File: config.mk
export PLATFORM = sky130hd
export DESIGN_NAME = vc_round_robin_merge
export DESIGN_NICKNAME = d
export VERILOG_FILES = /design/src/rtl/vc_round_robin_merge_pkg.sv /design/src/rtl/vc_round_robin_merge_rr_arbiter4.sv /design/src/rtl/vc_round_robin_merge.sv
export SDC_FILE = /design/constraint.sdc
export NUM_CORES = 1
export LEC_CHECK = 0
export ABC_AREA = 1
export CAP_MARGIN = 15
export CORE_MARGIN = 8
export CORE_UTILIZATION = 45
export DETAILED_ROUTE_END_ITERATION = 10
export DONT_BUFFER_PORTS = 1
export GPL_TIMING_DRIVEN = 0
export HOLD_SLACK_MARGIN = 0.02
export PLACE_DENSITY_LB_ADDON = 0.15
export SLEW_MARGIN = 40
export SYNTH_ARGS = -nofsm -noshare
export SYNTH_HDL_FRONTEND = slang
export SYNTH_HIERARCHICAL = 1
export SYNTH_SLANG_ARGS = --single-unit
export TNS_END_PERCENT = 1
File: constraint.sdc
create_clock -name clk -period 2.3 [get_ports clk]
set_input_delay 0.69 -clock clk [delete_from_list [all_inputs] [get_ports clk]]
set_output_delay 0.69 -clock clk [all_outputs]
set_load 0.02 [all_outputs]
File: src/rtl/vc_round_robin_merge_pkg.sv
// Shared constants and types for the four-VC round-robin merge.
package vc_round_robin_merge_pkg;
  localparam int          NUM_VC     = 4;
  localparam int          VC_LSB_DEF = 8;
  localparam logic [3:0]  ST_INIT    = 4'b0001;

  typedef enum logic [1:0] {
    IDLE  = 2'd0,
    RUN   = 2'd1,
    STALL = 2'd2
  } merge_fsm_e;
endpackage

File: src/rtl/vc_round_robin_merge_rr_arbiter4.sv
// Combinational 4-way round-robin arbiter: search starts just after 'last'.
module rr_arbiter4
  import vc_round_robin_merge_pkg::*;
(
  input  logic [3:0] req,
  input  logic [1:0] last,
  output logic [3:0] gnt,
  output logic [1:0] gnt_idx
);
  logic [1:0] w_idx;
  logic       w_found;

  always_comb begin
    gnt     = '0;
    gnt_idx = last;
    w_found = 1'b0;
    w_idx   = last;
    // offset 4 wraps to 'last' itself, so a lone requester is always served
    for (int o = 1; o <= NUM_VC; o++) begin
      w_idx = last + 2'(o);
      if (!w_found && req[w_idx]) begin
        w_found      = 1'b1;
        gnt[w_idx]   = 1'b1;
        gnt_idx      = w_idx;
      end
    end
  end
endmodule

File: src/rtl/vc_round_robin_merge.sv
// Merges four FWFT VC FIFO heads into one registered stream with fair arbitration.
module vc_round_robin_merge
  import vc_round_robin_merge_pkg::*;
#(
  parameter int DATA_W = 12,
  parameter int VC_LSB = VC_LSB_DEF
) (
  input  logic              clk,
  input  logic              reset_L,
  input  logic [3:0]        states,
  input  logic [DATA_W-1:0] data0,
  input  logic [DATA_W-1:0] data1,
  input  logic [DATA_W-1:0] data2,
  input  logic [DATA_W-1:0] data3,
  input  logic              empty0,
  input  logic              empty1,
  input  logic              empty2,
  input  logic              empty3,
  input  logic              almost_full,
  output logic              pop0,
  output logic              pop1,
  output logic              pop2,
  output logic              pop3,
  output logic [DATA_W-1:0] data_out,
  output logic              valid_out,
  output logic              vc_err,
  output logic [1:0]        last_vc
);
  merge_fsm_e        r_state, w_state_nxt;
  logic [3:0]        w_req, w_gnt, w_pop;
  logic [1:0]        w_gnt_idx;
  logic              w_clear, w_en, w_any;
  logic [DATA_W-1:0] w_data [NUM_VC];
  logic [DATA_W-1:0] w_sel;

  assign w_req    = ~{empty3, empty2, empty1, empty0};
  assign w_clear  = !reset_L || (states == ST_INIT);
  // stall wins: almost_full suppresses the pop in the very cycle it rises
  assign w_en     = (r_state == RUN) && !almost_full && !w_clear;
  assign w_pop    = w_en ? w_gnt : 4'b0000;
  assign w_any    = |w_pop;
  assign {pop3, pop2, pop1, pop0} = w_pop;

  assign w_data[0] = data0;
  assign w_data[1] = data1;
  assign w_data[2] = data2;
  assign w_data[3] = data3;
  assign w_sel     = w_data[w_gnt_idx];

  rr_arbiter4 u_arb (
    .req     (w_req),
    .last    (last_vc),
    .gnt     (w_gnt),
    .gnt_idx (w_gnt_idx)
  );

  always_comb begin
    w_state_nxt = r_state;
    case (r_state)
      IDLE:    w_state_nxt = RUN;
      RUN:     if (almost_full)  w_state_nxt = STALL;
      STALL:   if (!almost_full) w_state_nxt = RUN;
      default: w_state_nxt = IDLE;
    endcase
    if (w_clear) w_state_nxt = IDLE;
  end

  always_ff @(posedge clk) begin
    r_state <= w_state_nxt;
    if (w_clear) begin
      data_out  <= '0;
      valid_out <= 1'b0;
      vc_err    <= 1'b0;
      last_vc   <= 2'd3;
    end else if (w_any) begin
      data_out  <= w_sel;
      valid_out <= 1'b1;
      last_vc   <= w_gnt_idx;
      if (w_sel[VC_LSB+1:VC_LSB] != w_gnt_idx) vc_err <= 1'b1;
    end else begin
      valid_out <= 1'b0;
    end
  end
endmodule

==> results by group <==
STA
  – F_max: 0.399 GHz
  – Fin Hold WS: 0.558 ns
  – Final hold viol count: 0
  – Worst-margin pin slew: 0.420 ns
  – RSZ-0062 raised after global routing: true
  – Setup violations, final: 16
  – Slew Limit Headroom: 0.720
  – Post-route setup slack: -0.209 ns
  – Slew Viols, Final: 0
  – Clock skew: 0.00255 ns
  – Crit share post-route: 1.09
  – Crit path time final: 2.51 ns

Clock network
  – CTS Root Cell: clkbuf_8
  – Longest Clk Path Bufs: 2
  – CTS tree: yes
  – Clk_lat worst skew: 0.25 ns
  – TritonCTS Sinks: 18
  – H-tree levels: 1
  – Clock slew seen by the registers of the worst setup and hold paths: 0.06 ns
  – Num CTS Buffers: 3

Synth
  – Mean Syn Cell Area: 6.11 µm²
  – Cell Area, Synth: 0.00166 mm²
  – Leading area contributor after synthesis: dfxtp_1
  – Cells after Synth: 272
  – Number of synthesized register bits: 18
  – Synth area leaders: dfxtp_1, nand2_1, nor2_1
  – Net Count, Synth: 339
  – Ys Warns: 6
  – Register area share after synthesis: 0.217
  – Yosys cell types: 26
  – Share of the synthesized area in the top cell type: 0.217

Worst setup path
  – Worst EP required: 1.61 ns
  – Setup crit start kind: flop
  – Worst-path maximum fanout: 7
  – R2R Path End: data_out[9]
  – Reg2Reg Setup Slack: -0.03 ns
  – Critical Path End Type: output port
  – CP Class: flop to output port
  – Worst EP arrival: 1.82 ns
  – Reg2reg path depth: 13
  – Crit path from: last_vc[0]
  – R2r startpoint: last_vc[0]

Finish
  – Finished Layout Cells: 335
  – Synth-to-layout area growth: 22.4%
  – Commonest non-fill, non-tap cell in the layout: nand2_1
  – # diodes: 0
  – Layout cells sized above 1: 0.251
  – Final instance area: 0.00204 mm²
  – Layout Nets: 355
  – Most frequent cells in the layout: nand2_1, nor2_1, inv_1, o21ai_0, dfxtp_1

Worst hold path
  – Hold endpoint: r_state[0]
  – Hold path cells: 3
  – Hold Crit Start: r_state[0]
  – Worst hold path class: flop to flop

Floorplan
  – Core Footprint: 0.00361 mm²
  – Io pins: 79
  – Std cell rows: 22
  – Horiz. Die Dim: 76.8 µm
  – Die area: 0.00590 mm²
  – Die Ht: 76.8 µm
  – Starting Density: 0.461

Global route
  – Congestion Overflow GR: 0
  – Largest net degree at the start of global routing: 11
  – First-pass GRT wire length: 7.89 mm
  – Global-route usage over all layers: 0.158
  – Initial antenna violation count: 0
  – Vias in the first global route: 1752

Placed design
  – Cells after DPL: 320
  – HPWL Detailed: 3.73 mm
  – IO Port Bufs: 0
  – Area after DPL: 0.00178 mm²
  – GPL Wtd Cong: 0.809

Route
  – First DRT Iteration DRCs: 53
  – Drt drc: 0
  – WL/cell: 14.3 µm
  – Drt first pass iters: 4
  – Antenna viol nets, final: 0
  – Via count: 1737
  – Final wirelength: 4.78 mm
  – Avg Vias per Cell: 5.19

Job
  – Max Cap Viol: 0

Power and ir drop
  – Leakage: 0.941 nW
  – PwrDens: 675 mW/mm²
  – Worst vdd ir: 0.348 mV

Outcome
  – Failing checks: setup timing
  – Outcome: complete, but fails checks
[state kept, by name (all words and copies together) (netlist names)]
name,cells
data_out,12
r_state,2
valid_out,1
last_vc,2
vc_err,1
[per-layer routing]
metal / share of wire / vias to the layer above / routed length [µm] / global-route usage
li1: - / 904 / - / -
met1: 0.41 / 762 / 1950 / 0.170
met2: 0.49 / 62 / 2320 / 0.274
met3: 0.084 / 9 / 403 / 0.0583
met4: 0.021 / 0 / 102 / 0.0615
met5: 0 / - / 0 / 0
[cell usage after synthesis]
master and n:
buf_4 2, dfxtp_1 18, nor2_1 55, nor2_4 3, ha_1 8, nand3b_1 3, buf_2 3, nand3_1 19
inv_2 2, nor2_2 1, buf_1 1, nand2_2 5, o21ai_2 2, and2_2 1, clkbuf_1 2, o21ai_1 2
nand3_2 3, inv_1 29, o22ai_1 10, nor2_8 1, a21boi_0 4, a21oi_1 11, buf_6 2, o21ai_0 24
nand2_4 6, nand2_1 55
[area by class of cell]
cell class	instances	area, µm²
Buffer	10	92.6
Clock buffer	4	55.1
Fill cell	375	1570
Inverter	31	131
Multi-Input combinational cell	213	1240
Sequential cell	18	368
Tap cell	48	60.1
Timing Repair Buffer	11	88.8
[how the worst max path moves through the flow]
stage / end / slack [ns] / cells past startpoint
after floorplan: pop3 / 0.006 / 10
after global placement: data_out[10] / -0.37 / 17
after detailed placement: data_out[6] / -0.34 / 17
after CTS: pop0 / -0.26 / 10
after global routing: pop0 / -0.30 / 10
final: pop0 / -0.21 / 10
[power breakdown]
part           total, mW  internal, mW  switching (mW)  leakage [nW]
combinational      0.731         0.290           0.441         0.765
clock              0.251         0.152          0.0994        0.0288
sequential         0.391         0.338          0.0528         0.146
total               1.37         0.780           0.594         0.941
[per-stage QoR]
step                power [mW]  setup TNS, ns  setup WS, ns  utilization
finish                    1.37         -0.939        -0.209        0.565
global route              1.49          -3.66        -0.295        0.565
CTS                       1.37          -1.28        -0.257        0.556
detailed placement        1.01          -4.72        -0.341        0.492
global placement          1.01          -4.70        -0.370        0.492
floorplan                0.886              0       0.00584            -
[critical path, stage by stage, from the launching register on]
cell	delay, ns
dfxtp_4	0.45
inv_8	0.05
ha_4	0.29
inv_4	0.05
nand2_4	0.07
nand2_4	0.08
nor2_4	0.17
nand3_2	0.10
nand3_2	0.10
inv_2	0.05
nor2_4	0.15
[repair_timing]
action	CTS	global route
buffers inserted	10	1
setup endpoints to repair	20	20
pin swaps	13	12
resized for setup	31	11
hold buffers	0	0
[kinds of logic after synthesis]
group,share of synthesized area
flip-flops,0.217
buffers and inverters,0.108
AO/OA/AOI/OAI,0.178
AND/OR/NAND/NOR,0.437
adder cells (fa/ha/maj),0.0602
(Power assumes the default switching activity.)
